<file path="src/rtl/decode_if.sv">
// Fetch/decode handshake bundle: fetch-side inputs, downstream control and
// the decoded output register of the decode stage.
interface decode_if #(
    parameter int unsigned ADDR_WIDTH = 32,
    parameter int unsigned WORD_WIDTH = 32
);
    logic                  i_valid;
    logic [WORD_WIDTH-1:0] i_inst;
    logic [ADDR_WIDTH-1:0] i_next_pc;
    logic                  i_stall;
    logic                  i_flush;

    logic                  o_valid;
    logic [5:0]            o_opcode;
    logic [4:0]            o_rd;
    logic [4:0]            o_rs1;
    logic [4:0]            o_rs2;
    logic [WORD_WIDTH-1:0] o_imm;
    logic [ADDR_WIDTH-1:0] o_pc;
    logic                  o_illegal;
    logic                  o_redirect;
    logic [ADDR_WIDTH-1:0] o_redirect_pc;
    logic                  o_stall_fetch;

    // Fetch and pipeline control side
    modport master (
        output i_valid, i_inst, i_next_pc, i_stall, i_flush,
        input  o_valid, o_opcode, o_rd, o_rs1, o_rs2, o_imm, o_pc,
               o_illegal, o_redirect, o_redirect_pc, o_stall_fetch
    );

    // Decode stage side
    modport slave (
        input  i_valid, i_inst, i_next_pc, i_stall, i_flush,
        output o_valid, o_opcode, o_rd, o_rs1, o_rs2, o_imm, o_pc,
               o_illegal, o_redirect, o_redirect_pc, o_stall_fetch
    );
endinterface

</file>
<file path="src/rtl/decode.sv">
// Decode stage: one registered output set (latency 1), JMP redirect,
// illegal-opcode flag and fetch stall. Defining DECODE_HAZARD_EN adds
// load-use hazard detection with a RUN/HOLD FSM and a one-entry skid buffer.
module decode #(
    parameter int unsigned ADDR_WIDTH = 32,
    parameter int unsigned WORD_WIDTH = 32
) (
    input logic     i_clk,
    input logic     i_rst,
    decode_if.slave bus
);
    typedef enum logic [5:0] {
        OP_NOP   = 6'h00,
        OP_ALU   = 6'h01,
        OP_JMP   = 6'h02,
        OP_LOAD  = 6'h03,
        OP_STORE = 6'h04
    } opcode_t;

    localparam logic [ADDR_WIDTH-1:0] INST_BYTES = ADDR_WIDTH'(WORD_WIDTH / 8);

    logic                  out_valid;
    logic [5:0]            out_opcode;
    logic [4:0]            out_rd;
    logic [4:0]            out_rs1;
    logic [4:0]            out_rs2;
    logic [WORD_WIDTH-1:0] out_imm;
    logic [ADDR_WIDTH-1:0] out_pc;

    logic                  in_valid;
    logic [WORD_WIDTH-1:0] in_inst;
    logic [ADDR_WIDTH-1:0] in_next_pc;
    logic                  hazard;
    logic                  redirect;
    logic                  illegal;
    logic                  stall_fetch;
    logic [ADDR_WIDTH-1:0] imm_addr;

`ifdef DECODE_HAZARD_EN
    typedef enum logic {RUN = 1'b0, HOLD = 1'b1} state_t;

    state_t                state;
    state_t                state_next;
    logic [WORD_WIDTH-1:0] skid_inst;
    logic [ADDR_WIDTH-1:0] skid_next_pc;
    logic [5:0]            in_op;

    // State register
    always_ff @(posedge i_clk or posedge i_rst) begin
        if (i_rst) state <= RUN;
        else       state <= state_next;
    end

    // Next state: flush > stall > redirect > hazard > normal load
    always_comb begin
        state_next = state;
        if (bus.i_flush)      state_next = RUN;
        else if (bus.i_stall) state_next = state;
        else if (redirect)    state_next = RUN;
        else if (hazard)      state_next = HOLD;
        else                  state_next = RUN;
    end

    // Incoming source (fetch in RUN, skid in HOLD) and load-use detection;
    // in HOLD the output register is a bubble, so no hazard can arise there
    always_comb begin
        in_valid   = bus.i_valid;
        in_inst    = bus.i_inst;
        in_next_pc = bus.i_next_pc;
        if (state == HOLD) begin
            in_valid   = 1'b1;
            in_inst    = skid_inst;
            in_next_pc = skid_next_pc;
        end
        in_op  = in_inst[31:26];
        hazard = out_valid && (out_opcode == OP_LOAD) && (out_rd != '0) &&
                 in_valid && ((in_op == OP_ALU) || (in_op == OP_STORE)) &&
                 ((in_inst[20:16] == out_rd) || (in_inst[15:11] == out_rd));
    end

    // Skid buffer: captures the stalled instruction on a hazard
    always_ff @(posedge i_clk or posedge i_rst) begin
        if (i_rst) begin
            skid_inst    <= '0;
            skid_next_pc <= '0;
        end else if (bus.i_flush) begin
            skid_inst    <= '0;
            skid_next_pc <= '0;
        end else if (bus.i_stall) begin
            skid_inst    <= skid_inst;
            skid_next_pc <= skid_next_pc;
        end else if (hazard && !redirect) begin
            skid_inst    <= in_inst;
            skid_next_pc <= in_next_pc;
        end else begin
            skid_inst    <= '0;
            skid_next_pc <= '0;
        end
    end
`else
    // Hazard logic absent: incoming is always the fetch output
    always_comb begin
        in_valid   = bus.i_valid;
        in_inst    = bus.i_inst;
        in_next_pc = bus.i_next_pc;
        hazard     = 1'b0;
    end
`endif

    // Output register with the per-edge priority chain
    always_ff @(posedge i_clk or posedge i_rst) begin
        if (i_rst) begin
            out_valid  <= 1'b0;
            out_opcode <= '0;
            out_rd     <= '0;
            out_rs1    <= '0;
            out_rs2    <= '0;
            out_imm    <= '0;
            out_pc     <= '0;
        end else if (bus.i_flush) begin
            out_valid <= 1'b0;
        end else if (bus.i_stall) begin
            out_valid <= out_valid;
        end else if (redirect || hazard) begin
            out_valid <= 1'b0;
        end else begin
            out_valid  <= in_valid;
            out_opcode <= in_inst[31:26];
            out_rd     <= in_inst[25:21];
            out_rs1    <= in_inst[20:16];
            out_rs2    <= in_inst[15:11];
            out_imm    <= {{(WORD_WIDTH-16){in_inst[15]}}, in_inst[15:0]};
            out_pc     <= in_next_pc - INST_BYTES;
        end
    end

    // Combinational outputs derived from the output register and stall inputs
    always_comb begin
        redirect    = out_valid && (out_opcode == OP_JMP);
        illegal     = out_valid && (out_opcode > OP_STORE);
        stall_fetch = bus.i_stall | hazard;
        imm_addr    = ADDR_WIDTH'($signed(out_imm));
    end

    assign bus.o_valid       = out_valid;
    assign bus.o_opcode      = out_opcode;
    assign bus.o_rd          = out_rd;
    assign bus.o_rs1         = out_rs1;
    assign bus.o_rs2         = out_rs2;
    assign bus.o_imm         = out_imm;
    assign bus.o_pc          = out_pc;
    assign bus.o_illegal     = illegal;
    assign bus.o_redirect    = redirect;
    assign bus.o_redirect_pc = out_pc + INST_BYTES + (imm_addr << 2);
    assign bus.o_stall_fetch = stall_fetch;
endmodule

</file>
<file path="src/flat_wrapper.sv">
// flat-port wrapper written by rule: the top's interface ports become plain ports
module decode_flat 
#(
    parameter int unsigned ADDR_WIDTH = 32,
    parameter int unsigned WORD_WIDTH = 32
)
  (i_clk, i_rst, bus_i_valid, bus_i_inst, bus_i_next_pc, bus_i_stall, bus_i_flush, bus_o_valid, bus_o_opcode, bus_o_rd, bus_o_rs1, bus_o_rs2, bus_o_imm, bus_o_pc, bus_o_illegal, bus_o_redirect, bus_o_redirect_pc, bus_o_stall_fetch);
  decode_if #(.ADDR_WIDTH(ADDR_WIDTH), .WORD_WIDTH(WORD_WIDTH)) bus_i ();
  input logic i_clk;
  input logic i_rst;
  input wire logic [$bits(bus_i.i_valid)-1:0] bus_i_valid;
  input wire logic [$bits(bus_i.i_inst)-1:0] bus_i_inst;
  input wire logic [$bits(bus_i.i_next_pc)-1:0] bus_i_next_pc;
  input wire logic [$bits(bus_i.i_stall)-1:0] bus_i_stall;
  input wire logic [$bits(bus_i.i_flush)-1:0] bus_i_flush;
  output wire logic [$bits(bus_i.o_valid)-1:0] bus_o_valid;
  output wire logic [$bits(bus_i.o_opcode)-1:0] bus_o_opcode;
  output wire logic [$bits(bus_i.o_rd)-1:0] bus_o_rd;
  output wire logic [$bits(bus_i.o_rs1)-1:0] bus_o_rs1;
  output wire logic [$bits(bus_i.o_rs2)-1:0] bus_o_rs2;
  output wire logic [$bits(bus_i.o_imm)-1:0] bus_o_imm;
  output wire logic [$bits(bus_i.o_pc)-1:0] bus_o_pc;
  output wire logic [$bits(bus_i.o_illegal)-1:0] bus_o_illegal;
  output wire logic [$bits(bus_i.o_redirect)-1:0] bus_o_redirect;
  output wire logic [$bits(bus_i.o_redirect_pc)-1:0] bus_o_redirect_pc;
  output wire logic [$bits(bus_i.o_stall_fetch)-1:0] bus_o_stall_fetch;
  assign bus_i.i_valid = bus_i_valid;
  assign bus_i.i_inst = bus_i_inst;
  assign bus_i.i_next_pc = bus_i_next_pc;
  assign bus_i.i_stall = bus_i_stall;
  assign bus_i.i_flush = bus_i_flush;
  assign bus_o_valid = bus_i.o_valid;
  assign bus_o_opcode = bus_i.o_opcode;
  assign bus_o_rd = bus_i.o_rd;
  assign bus_o_rs1 = bus_i.o_rs1;
  assign bus_o_rs2 = bus_i.o_rs2;
  assign bus_o_imm = bus_i.o_imm;
  assign bus_o_pc = bus_i.o_pc;
  assign bus_o_illegal = bus_i.o_illegal;
  assign bus_o_redirect = bus_i.o_redirect;
  assign bus_o_redirect_pc = bus_i.o_redirect_pc;
  assign bus_o_stall_fetch = bus_i.o_stall_fetch;
  decode #(.ADDR_WIDTH(ADDR_WIDTH), .WORD_WIDTH(WORD_WIDTH)) u_core (.i_clk(i_clk), .i_rst(i_rst), .bus(bus_i));
endmodule
</file>
<file path="config.mk">
export PLATFORM = sky130hd
export DESIGN_NAME = decode_flat
export DESIGN_NICKNAME = d
export VERILOG_FILES = /design/src/rtl/decode_if.sv /design/src/rtl/decode.sv /design/src/flat_wrapper.sv
export SDC_FILE = /design/constraint.sdc
export NUM_CORES = 1
export LEC_CHECK = 0
export CAP_MARGIN = 20
export CELL_PAD_IN_SITES_DETAIL_PLACEMENT = 1
export CELL_PAD_IN_SITES_GLOBAL_PLACEMENT = 2
export CORE_UTILIZATION = 26
export DETAILED_ROUTE_END_ITERATION = 8
export PLACE_DENSITY_LB_ADDON = 0.1
export SLEW_MARGIN = 20
export SYNTH_ARGS = -nofsm -noshare
export SYNTH_HDL_FRONTEND = slang
export SYNTH_SLANG_ARGS = --single-unit
</file>
<file path="constraint.sdc">
create_clock -name i_clk -period 3.5 [get_ports i_clk]
set_input_delay 0.35 -clock i_clk [delete_from_list [all_inputs] [get_ports i_clk]]
set_output_delay 0.35 -clock i_clk [all_outputs]
set_load 0.03 [all_outputs]
</file>
**Yosys cells after proc, flatten, opt, wreduce, memory -nomap -nowiden**

Index checks and enable logic that the tools add are counted.

- Flip-flop bits (word level): 70
- Output and inout bits: 121

- Add/subtract/negate cells: 3
- Order comparisons: 1
- Equality and inequality tests: 2
- Multiplexer cells: 3
- Bitwise operators: 3
- Reduce and logical (&&, ||, !) cells: 3

Operators by type and width:

| operator | number |
|---|---|
| $add A32 B3 Y32 const B | 1 |
| $add A32 B32 Y32 | 1 |
| $sub A32 B3 Y32 const B | 1 |
| $eq A6 B2 Y1 const B | 1 |
| $gt A6 B3 Y1 const B | 1 |
| $mux W1 | 3 |
| $not A1 Y1 | 3 |
| $reduce_and A3 Y1 | 1 |
| $logic_and A1 B1 Y1 | 2 |
| $ne A2 B1 Y1 const B | 1 |

**Logic depth before layout (Yosys ltp)**

Gate-level depths: netlist of the first run.

- Depth after elaboration: 5
- Gate-level depth with buffers: 12

**Worst setup path after synthesis of the first run**

OpenSTA, ideal clock, no wires.

- Path kind: reg-to-output
- Start point: reg, netlist name u_core.bus.o_imm[15]
- End point: out bus_o_redirect_pc[28]
- Arrival time: 3.312 ns
- Setup slack: -0.162 ns
- Cell stages (with the launch flop): 11
- Path through: dfrtp_1 > ha_1 > ha_1 > clkbuf_1 > a21oi_1 > o21ai_0 > a21oi_1 > o221ai_1 > a211o_1 > a221oi_1 > xnor2_1

- Cells in the longest elaborated chain, start to end: 1

Ends and longest elaborated chain:

| what | RTL line | source |
|---|---|---|
| $add A32 B32 Y32 | decode.sv:154 | `assign bus.o_redirect_pc = out_pc + INST_BYTES + (imm_addr << 2);` |
| to (decl) | flat_wrapper.sv:25 | `output wire logic [$bits(bus_i.o_redirect_pc)-1:0] bus_o_redirect_pc;` |

Every way passes these cells.

**Final worst setup path of the first run**

- Start point: reg u_core.out_pc[3], in the netlist u_core.bus.o_pc[3]
- End point: out bus_o_redirect_pc[29]

- Cells in the longest elaborated chain, start to end: 2

Ends and longest elaborated chain:

| what | RTL line | source |
|---|---|---|
| from (decl) | decode.sv:28 | `logic [ADDR_WIDTH-1:0] out_pc;` |
| from (signal assigned) | decode.sv:133 | `out_pc <= in_next_pc - INST_BYTES;` |
| $add A32 B3 Y32 | decode.sv:154 |  |
| $add A32 B32 Y32 | decode.sv:154 |  |

Every way passes these cells.

==> flow_metrics.py, run 1 <==
metrics = {
    "yosys": {
        "synth_cells": 518,
        "ys.warnings.count": 0,
        "synth_top_area_share_pct": 33.1,
        "async_flop_share_pct": 100,
        "netlist_area_um2": 4910,
        "ys.flop_type": "dfrtp_1",
        "synth_area_leaders": "dfrtp_1 33%, ha_1 15%, mux2_2 7.8%, xnor2_1 5.7%, xor2_1 4.3%",
        "synth_seq_cells": 65,
        "synth-edff-count": 0,
        "synth_top_area_cell": "dfrtp_1",
        "yosysSeqAreaShare_pct": 33.1,
        "synth_cell_type_count": 51,
        "syn_nets": 646,
        "synth.avg_cell_area_um2": 9.48,
    },
    "detailed_routing": {
        "first_iter_violations": 128,
        "ant_nets": 0,
        "wl_um": 16000,
        "routed_via_density": 4.77,
        "dr.pass1.iters": 4,
        "vias": 4440,
        "drc": 0,
        "avgRoutedWirePerCell_um": 17.1,
    },
    "timing": {
        "grt_setup_unrepaired": "true",
        "timing.final.crit_share_pct": 97.3,
        "whs_ns": 0.426,
        "setup_ws_ns": 0.0941,
        "fin_tns_setup_ns": 0,
        "max_freq_ghz": 0.294,
        "clock_skew_ns": 0.00815,
        "setup_viol_count_final": 0,
        "post-route-min-period_ns": 3.41,
        "maxSlewHeadroom_pct": 30.3,
        "slew_violations": 0,
        "worst_pin_slew_ns": 1.05,
        "hold_viol": 0,
    },
    "placed_design": {
        "hpwl_um": 12800,
        "dp.cells": 905,
        "io_buffers": 189,
        "gp_congestion": 0.790,
        "place_ws_ns": 0.0422,
    },
    "global_routing": {
        "grt_pass1_vias": 4677,
        "grt_usage_pct": 16.7,
        "grt_max_degree": 95,
        "antenna_found_initial": 0,
        "grt_first_pass_wirelength_um": 25500,
        "grt.overflow.total": 0,
    },
    "clock_tree": {
        "h-tree-depth": 3,
        "holdBufCountCts": 0,
        "path_clk_slew_ns": 0.06,
        "ctsRootBufferMaster": "clkbuf_16",
        "ctsLongestPathBuffers": 2,
        "cts_sinks": 65,
        "insertion_delay_ns": 0.34,
        "cts_made_buffers": 9,
        "cts_tree": "built",
    },
    "die": {
        "dieHeight_um": 139,
        "die_x_um": 139,
        "top_level_ports": 190,
        "start_util_pct": 27.0,
        "core-area_um2": 18200,
        "rows": 49,
        "die_area_um2": 19400,
    },
    "pwr": {
        "finalPower_mw": 5.01,
        "power.switching_mw": 2.24,
        "switching_share_pct": 44.7,
        "peakVddDrop_uv": 322,
        "p_seq_share_pct": 19.2,
        "power.density_nw_per_um2": 656,
        "intPower_mw": 2.77,
        "p_comb_share_pct": 64.1,
        "power_frac_clock_pct": 16.7,
        "power.leakage_nw": 3.21,
    },
    "final_layout": {
        "syn_to_final_growth_pct": 55.5,
        "nets": 825,
        "finalNonFillerCells": 931,
        "n_fill_cell": 1990,
        "n_antenna_cell": 0,
        "final_layout_size_suffix_gt1_share_pct": 21.4,
    },
    "worst_setup_path": {
        "path_class": "reg -> out",
        "cp-end-kind": "output pin",
        "critPathLaunchType": "flip-flop",
        "cp_max_fo": 3,
        "cp.required_ns": 3.15,
        "worstPathArrival_ns": 3.06,
    },
    "status": {
        "status": "finished, final reports clean",
    },
    "worst_hold_path": {
        "min_path_type": "in -> async",
    },
    "run": {
        "drv_cap": 0,
    },
}
## registers in the layout, indices dropped and copies added, names as in the netlist
register,cells
u_core.bus.o_rd,5
u_core.bus.o_opcode,6
u_core.bus.o_rs1,5
u_core.bus.o_valid,1
u_core.bus.o_imm,16
u_core.bus.o_pc,32
## logic make-up after synthesis
kind of cell / synth area share [%]
flops: 33.1
simple gates: 14.5
compound gates: 13.2
xor+xnor: 9.99
mux: 7.80
buf+inv: 6.17
fa+ha+maj: 15.2
## final cells by class
cell class | instances | area, µm² | share of cell area [%]
well taps | 229 | 287 | 3.75
clock inverters | 5 | 31.3 | 0.410
repair buffers | 212 | 2110 | 27.7
multi-input cells | 397 | 3290 | 43.1
inverters | 12 | 45.0 | 0.590
clock buffers | 11 | 243 | 3.18
flip-flops and latches | 65 | 1630 | 21.3
## Yosys cell counts (2+ instances only)
master	number
nor3b_1	2
and4_1	4
nor3_1	11
nand3b_1	3
buf_2	2
nor4_1	2
or3_1	4
a21boi_0	2
a21o_1	11
xor2_1	24
mux2_2	34
nand3_1	9
o21ai_0	41
a31oi_1	5
and2_1	4
buf_4	24
dfrtp_1	65
and3_1	2
ha_1	58
nand2_1	54
nor2_1	24
o22ai_1	2
a211o_1	2
o21ai_2	3
o21bai_1	3
inv_1	12
nor2b_1	2
nand4_1	7
o21a_1	3
a21oi_1	30
xnor2_1	32
nor4_2	2
clkbuf_1	17
## what timing repair did
| item | 4_1_cts | 5_1_grt |
|---|---|---|
| gates resized for setup | 34 | 40 |
| buffers inserted | 4 | 6 |
| gates cloned | 0 | 0 |
| pin swaps | 9 | 13 |
| endpoints found under the setup margin | 17 | 8 |
## worst max-delay path: stages, from the launching register on
cell and delay [ns]:
dfrtp_1 0.40, ha_1 0.30, ha_2 0.22, fa_2 0.38
a21oi_4 0.15, o21ai_2 0.12, a211o_1 0.39, a31oi_4 0.18
nor3_2 0.07, o22ai_1 0.15, xnor2_1 0.19, buf_12 0.16
## power by group through the flow
stage               Combinational (mW)  Sequential, mW  Clock [mW]
finish                            3.21           0.964       0.836
global route                      3.42           0.984       0.896
CTS                               3.11           0.965       0.865
detailed placement                2.98           0.978           0
global placement                  2.97           0.972           0
floorplan                         1.57            1.17           0
## placed cells by master (no fill, tap or decap), drive strengths merged, types with 2 or more instances in the layout
master,n
nor4,5
nand3b,3
o21ai,44
a31oi,5
nor2b,2
ha,58
clkdlybuf4s50,167
and4,4
o21a,3
a211o,2
clkinv,4
mux2,34
clkbuf,11
a21boi,2
a21oi,30
a21o,11
nand3,10
o21bai,3
xor2,24
or3,5
nor3b,2
nand4,7
xnor2,32
inv,12
and3,2
buf,39
nor3,11
dfrtp,65
o22ai,2
nand2,54
nor2,24
and2,4
dlygate4sd2,4
or4,3
## metrics by stage
step,util [%],area (µm²)
after floorplan,-,4910
after global placement,38.3,6970
after detailed placement,38.3,6970
after CTS,40.7,7420
after global routing,42.0,7640
final,42.0,7640
## final timing paths
path / startpoint / to / slack [ns] / cells past startpoint
setup / recovery: u_core.bus.o_pc[3] / bus_o_redirect_pc[29] / 0.09 / 11
hold / removal: i_rst / u_core.bus.o_rd[3] / 0.43 / 2
setup reg to reg: u_core.bus.o_opcode[0] / u_core.bus.o_imm[11] / 1.20 / 4
hold reg to reg: u_core.bus.o_rd[4] / u_core.bus.o_rd[4] / 0.51 / 1
max in group asynchronous: i_rst / u_core.bus.o_pc[12] / 2.33 / 3
min in group i_clk: u_core.bus.o_rd[4] / u_core.bus.o_rd[4] / 0.51 / 1
## layer usage
layer / GRT usage, % / share of wire, % / wire (µm)
met1: 21.8 / 47 / 7460
met2: 26.7 / 46 / 7310
met3: 4.92 / 6.3 / 999
met4: 5.03 / 1.2 / 197
met5: 0 / 0 / 0
Power figures use the tool's default switching activity.
==> run 2, diff against run 1 <==
CAP_MARGIN = default   (was 20)
GPL_ROUTABILITY_DRIVEN = 1   (was default)
==> results of run 2 <==
No change in the layout: final DEF, timing and power equal those of run 1.
